==> config.mk <==
export PLATFORM = sky130hd
export DESIGN_NAME = alu_mc
export DESIGN_NICKNAME = d
export VERILOG_FILES = /design/src/rtl/alu_mc.sv
export SDC_FILE = /design/constraint.sdc
export NUM_CORES = 1
export LEC_CHECK = 0
export BUFFER_PORTS_ARGS = -buffer_cell sky130_fd_sc_hd__buf_2
export CAP_MARGIN = 10
export CELL_PAD_IN_SITES_DETAIL_PLACEMENT = 1
export CELL_PAD_IN_SITES_GLOBAL_PLACEMENT = 1
export CORE_ASPECT_RATIO = 1.5
export CORE_MARGIN = 4
export CORE_UTILIZATION = 27
export DETAILED_ROUTE_END_ITERATION = 16
export PLACE_DENSITY_LB_ADDON = 0.1
export SLEW_MARGIN = 30
export SYNTH_ARGS = -nofsm -noshare
export SYNTH_HDL_FRONTEND = slang
export SYNTH_SLANG_ARGS = --single-unit
==> constraint.sdc <==
create_clock -name clk -period 3.3 [get_ports clk]
set_clock_uncertainty 0.1 [all_clocks]
set_input_delay 0.66 -clock clk [delete_from_list [all_inputs] [get_ports clk]]
set_output_delay 0.66 -clock clk [all_outputs]
set_load 0.005 [all_outputs]
==> src/rtl/alu_mc.sv <==
// Multi-cycle ALU: single-cycle logic/arithmetic ops plus iterative multiply, divide and shifts.
// Results and flags are registered and framed by a start/busy/done handshake.
module alu_mc #(
    parameter int WIDTH = 8
) (
    input  logic             clk,
    input  logic             rst,
    input  logic             start,
    input  logic [4:0]       mode,
    input  logic [WIDTH-1:0] dataA,
    input  logic [WIDTH-1:0] dataB,
    input  logic             cin,
    output logic [WIDTH-1:0] out,
    output logic [WIDTH-1:0] out_hi,
    output logic             cout,
    output logic             zout,
    output logic             nout,
    output logic             busy,
    output logic             done
);
    // state | meaning
    // IDLE  | waiting for start
    // RUN   | iterative op in progress, one step per cycle
    // DONE  | results written this cycle, start accepted again
    localparam int LW = $clog2(WIDTH);
    localparam int CW = LW + 2;

    typedef enum logic [1:0] {IDLE, RUN, DONE} state_t;
    typedef enum logic [1:0] {OP_MUL, OP_DIV, OP_SHL, OP_SHR} op_t;

    state_t           state;
    op_t              op_r;
    logic [CW-1:0]    cnt;
    logic [WIDTH-1:0] a_r, b_r, acc_hi, acc_lo;
    logic             sbit;

    logic [WIDTH:0]   sum;
    logic [LW:0]      shamt;
    logic             iter, cmp;
    logic [WIDTH-1:0] s_out, s_hi;
    logic             s_c, s_z, s_n;
    logic [CW-1:0]    s_cnt;
    op_t              s_op;

    always_comb begin
        s_out = '0;
        s_hi  = '0;
        s_c   = cin;
        iter  = 1'b0;
        cmp   = 1'b0;
        s_cnt = CW'(WIDTH);
        s_op  = OP_MUL;
        sum   = '0;
        shamt = dataB[LW:0];
        case (mode)
            5'h00: s_out = dataB;
            5'h01: s_out = dataA & dataB;
            5'h02: s_out = dataA | dataB;
            5'h03: s_out = dataA ^ dataB;
            5'h0E: s_out = dataA;
            5'h0A: s_out = ~dataA;
            5'h04: begin
                sum = {1'b0, dataA} + {1'b0, dataB};
                {s_c, s_out} = sum;
            end
            5'h05: begin
                sum = {1'b0, dataA} + {1'b0, dataB} + {{WIDTH{1'b0}}, cin};
                {s_c, s_out} = sum;
            end
            5'h07: begin
                sum = {1'b0, dataA} - {1'b0, dataB};
                {s_c, s_out} = sum;
            end
            5'h08: begin
                sum = {1'b0, dataA} - {1'b0, dataB} - {{WIDTH{1'b0}}, cin};
                {s_c, s_out} = sum;
            end
            5'h06: begin
                s_out = dataA;
                s_c   = dataA < dataB;
                cmp   = 1'b1;
            end
            5'h0B: {s_c, s_out} = {dataA, 1'b0};
            5'h0C: begin
                s_out = {1'b0, dataA[WIDTH-1:1]};
                s_c   = dataA[0];
            end
            5'h0D: begin
                s_out = {dataA[WIDTH-1], dataA[WIDTH-1:1]};
                s_c   = dataA[0];
            end
            5'h10: iter = 1'b1;
            5'h11: begin
                if (dataB == '0) begin
                    s_out = '1;
                    s_hi  = dataA;
                    s_c   = 1'b1;
                end else begin
                    iter = 1'b1;
                    s_op = OP_DIV;
                end
            end
            5'h12, 5'h13: begin
                if (shamt == '0) begin
                    s_out = dataA;
                end else begin
                    iter  = 1'b1;
                    s_op  = mode[0] ? OP_SHR : OP_SHL;
                    s_cnt = CW'(shamt);
                end
            end
            default: s_out = '0;
        endcase
        s_z = cmp ? (dataA == dataB) : (s_out == '0 && s_hi == '0);
        s_n = cmp ? (dataA > dataB) : s_out[WIDTH-1];
    end

    logic [WIDTH:0]   m_sum, d_rsh;
    logic [WIDTH-1:0] d_trial, n_hi, n_lo;
    logic             d_ge, n_bit, r_c;

    // One step of the active iterative op; results are taken from these on the last step.
    always_comb begin
        n_hi    = acc_hi;
        n_lo    = acc_lo;
        n_bit   = sbit;
        m_sum   = {1'b0, acc_hi} + (acc_lo[0] ? {1'b0, a_r} : '0);
        d_rsh   = {acc_hi, acc_lo[WIDTH-1]};
        d_ge    = d_rsh >= {1'b0, b_r};
        d_trial = d_rsh[WIDTH-1:0] - b_r;
        case (op_r)
            OP_MUL: begin
                n_hi = m_sum[WIDTH:1];
                n_lo = {m_sum[0], acc_lo[WIDTH-1:1]};
            end
            OP_DIV: begin
                n_hi = d_ge ? d_trial : d_rsh[WIDTH-1:0];
                n_lo = {acc_lo[WIDTH-2:0], d_ge};
            end
            OP_SHL: begin
                n_lo  = {acc_lo[WIDTH-2:0], 1'b0};
                n_bit = acc_lo[WIDTH-1];
            end
            OP_SHR: begin
                n_lo  = {1'b0, acc_lo[WIDTH-1:1]};
                n_bit = acc_lo[0];
            end
            default: n_lo = acc_lo;
        endcase
        r_c = (op_r == OP_MUL) ? (n_hi != '0) : (op_r == OP_DIV) ? 1'b0 : n_bit;
    end

    always_ff @(posedge clk) begin
        if (!rst) begin
            state  <= IDLE;
            op_r   <= OP_MUL;
            cnt    <= '0;
            a_r    <= '0;
            b_r    <= '0;
            acc_hi <= '0;
            acc_lo <= '0;
            sbit   <= 1'b0;
            out    <= '0;
            out_hi <= '0;
            cout   <= 1'b0;
            zout   <= 1'b0;
            nout   <= 1'b0;
            busy   <= 1'b0;
            done   <= 1'b0;
        end else begin
            case (state)
                IDLE, DONE: begin
                    done  <= 1'b0;
                    state <= IDLE;
                    if (start) begin
                        if (iter) begin
                            state  <= RUN;
                            busy   <= 1'b1;
                            op_r   <= s_op;
                            cnt    <= s_cnt;
                            a_r    <= dataA;
                            b_r    <= dataB;
                            acc_hi <= '0;
                            acc_lo <= (s_op == OP_MUL) ? dataB : dataA;
                            sbit   <= 1'b0;
                        end else begin
                            state  <= DONE;
                            done   <= 1'b1;
                            out    <= s_out;
                            out_hi <= s_hi;
                            cout   <= s_c;
                            zout   <= s_z;
                            nout   <= s_n;
                        end
                    end
                end
                RUN: begin
                    acc_hi <= n_hi;
                    acc_lo <= n_lo;
                    sbit   <= n_bit;
                    cnt    <= cnt - 1'b1;
                    if (cnt == CW'(1)) begin
                        state  <= DONE;
                        busy   <= 1'b0;
                        done   <= 1'b1;
                        out    <= n_lo;
                        out_hi <= n_hi;
                        cout   <= r_c;
                        zout   <= (n_lo == '0) && (n_hi == '0);
                        nout   <= n_lo[WIDTH-1];
                    end
                end
                default: state <= IDLE;
            endcase
        end
    end
endmodule
==> metrics.yaml <==
status: "complete, no violations"
drtIter0Drc: 233
synthArstFlopShare_pct: 0
ctsHtreeMaxLevel: 3
die_width_um: 131
syn_inst: 820
synth_edf_count: 0
rsz0062_at_grt: "true"
power_density_nw_per_um2: 328
crit_chain: "buf_2 -> ha_1 -> buf_4 -> a211o_4 -> a211oi_4 -> nor4b_1 -> or3_4 -> a311o_1 -> a211oi_2 -> o21ai_1 -> a22o_1 -> o21a_1"
fin_crit_sh_pct: 97.9
slew_viol_final: 0
ir_drop_uv: 192
gp_congestion: 0.955
syn_area_um2: 6100
io_pins: 46
dpl_worst_slack_ns: -0.480
ys_types: 80
grt_antenna_before_repair: 0
die_h_um: 192
worstHoldPathCells: 2
path_class: "in2reg"
r2r-start: "a_r[0]$_SDFFE_PN0P_"
finalHoldViolations: 0
cpMaxStageDelayCell: "or3_4"
seqPwrFrac_pct: 28.5
combPwrFrac_pct: 34.1
yosysWarningCount: 0
met3_usage_pct: 1.56
grt_pass1_vias: 7480
dp_hpwl_um: 23800
ys_dominant_reg_cell: "dfxtp_1"
final_cell_mix: "buf_4, nand2_1, dfxtp_1"
grt_usage_pct: 22.9
hp-start: "a_r[6]$_SDFFE_PN0P_"
fin_area_um2: 8520
core_area_um2: 22300
maxCapViolations: 0
clock-sinks: 62
finalNetCount: 1077
worst_setup_path_end_kind: "flop"
grt_use_met1_pct: 22.4
p_int_uw: 1900
r2r_cells: 13
start_util_pct: 27.3
drive_gt1_share_pct: 30.3
min_path_type: "reg2reg"
ant_nets: 0
top_usage_layer: "met2"
clk_latency_ns: 0.34
required_ns: 3.42
placement_rows: 67
die_area_um2: 25100
leakage_uw: 0.00355
drt-pass1-iter-count: 4
p_clk_share_pct: 37.3
port_buffers: 45
place_area_um2: 7810
drt_wl_total_um: 29100
antenna_cells: 0
grt-ovfl-total: 0
p_sw_uw: 887
path_clk_slew_ns: 0.06
hold_end: "a_r[6]$_SDFFE_PN0P_"
clock_path_buffers: 2
fin_ws_ns: 0.0695
hold_buffers: 0
routedWlPerCell_um: 22.7
switching_share_pct: 31.8
cts_tree: "done"
syn2layout_area_growth_pct: 39.7
ys_ff_latch: 62
crit_fanout: 4
cp.arrival_ns: 3.35
period_needed_ns: 3.23
met2_usage_pct: 45.5
cts_buffers: 9
avgSynthCellArea_um2: 7.44
vias: 6975
clock.fmax_ghz: 0.310
setup_viol: 0
reg2reg_slack_ns: 0.15
syn_nets: 896
grt_pass1_wl_um: 43500
timing.rr.end: "cout$_SDFFE_PN0P_"
tns_ns: 0
slowest_delay_ns: 0.40
worst_slew_pin_slew_ns: 0.882
ys_seq_area_share_pct: 20.4
power_uw: 2790
drc: 0
final_common_cell: "buf_4"
grt_max_degree: 51
cts-root-buf: "clkbuf_16"
critPathLaunchType: "input pin"
slew_headroom_pct: 40.8
vias_per_cell: 5.44
## synth_stat cells, types with 15 or more instances
cell / n / area, um^2
a211oi_1: 15 / 113
a21boi_0: 30 / 225
a21oi_1: 51 / 255
and2_1: 20 / 125
buf_2: 15 / 75.1
clkbuf_1: 26 / 97.6
dfxtp_1: 62 / 1240
ha_1: 47 / 588
inv_1: 42 / 158
nand2_1: 100 / 375
nand3_1: 19 / 95.1
nor2_1: 60 / 225
nor2b_1: 26 / 163
o21ai_0: 47 / 235
xnor2_1: 22 / 193
## what timing repair did
item	4_1_cts	5_1_grt
endpoints found under the setup margin	5	7
gates resized for setup	18	48
hold endpoints to repair	0	0
pin swaps	9	16
setup buffers	3	2
## power groups by stage
stage	Combinational (uW)	Clock (uW)	Sequential [uW]
2_1_floorplan	427	0	807
3_3_place_gp	852	0	812
3_5_place_dp	866	0	813
4_1_cts	897	1050	797
5_1_grt	1030	1090	799
6_report	953	1040	796
## worst max path at each step
stage,from,to,slack (ns),cells after the start
final,dataA[0],cout$_SDFFE_PN0P_,0.07,12
after detailed placement,dataA[0],zout$_SDFFE_PN0P_,-0.48,14
after global placement,dataA[0],zout$_SDFFE_PN0P_,-0.43,14
after CTS,dataA[2],nout$_SDFFE_PN0P_,-0.02,15
after global routing,dataA[0],cout$_SDFFE_PN0P_,-0.07,12
after floorplan,dataA[0],nout$_SDFFE_PN0P_,0.08,12
## layer usage
metal	share of wire, %	up-vias
met5	0	-
met4	6.6	0
met3	1.4	74
met2	56	118
met1	36	3439
li1	-	3344
## kinds of logic (layout without fill, tap and decap cells)
logic type | Yosys count | after routing | share of synthesized area, %
DFF | 62 | 62 | 20.4
AOI/OAI and AO/OA | 251 | 251 | 28.6
adders and majority gates | 51 | 51 | 11.0
xor gates and xnor gates | 30 | 30 | 4.31
muxes | 15 | 15 | 2.73
and+or+nand+nor | 321 | 321 | 27.0
buffers and inverters | 90 | 276 | 6.05
## critical path, delay by kind of cell
kind | cells | cell delay [ns]
and+or+nand+nor | 2 | 0.49
buffers and inverters | 2 | 0.29
adders and majority gates | 1 | 0.24
AOI/OAI and AO/OA | 7 | 1.67
## metrics by stage
stage          hold slack [ns]  util [%]  cells
6_report                 0.361      38.2   1282
5_1_grt                  0.379      38.2   1282
4_1_cts                  0.365      37.0   1282
3_5_place_dp             0.357      35.0   1263
3_3_place_gp             0.353      35.0   1263
2_1_floorplan            0.339         -    820
## registers in the layout, summed over array words and instances, names as in the netlist
register and flops:
a_r 8, cnt 5, cout 1, busy 1, zout 1, op_r 2, acc_lo 8, nout 1
out_hi 8, acc_hi 8, done 1, out 8, state 2, b_r 8
## layout make-up
type	count	area, um^2
Clock buffer	10	239
Clock inverter	6	85.1
Fill cell	2733	13800
Inverter	42	158
Multi-Input combinational cell	668	4850
Sequential cell	62	1240
Tap cell	276	345
Timing Repair Buffer	218	1590
(Power assumes the default switching activity.)
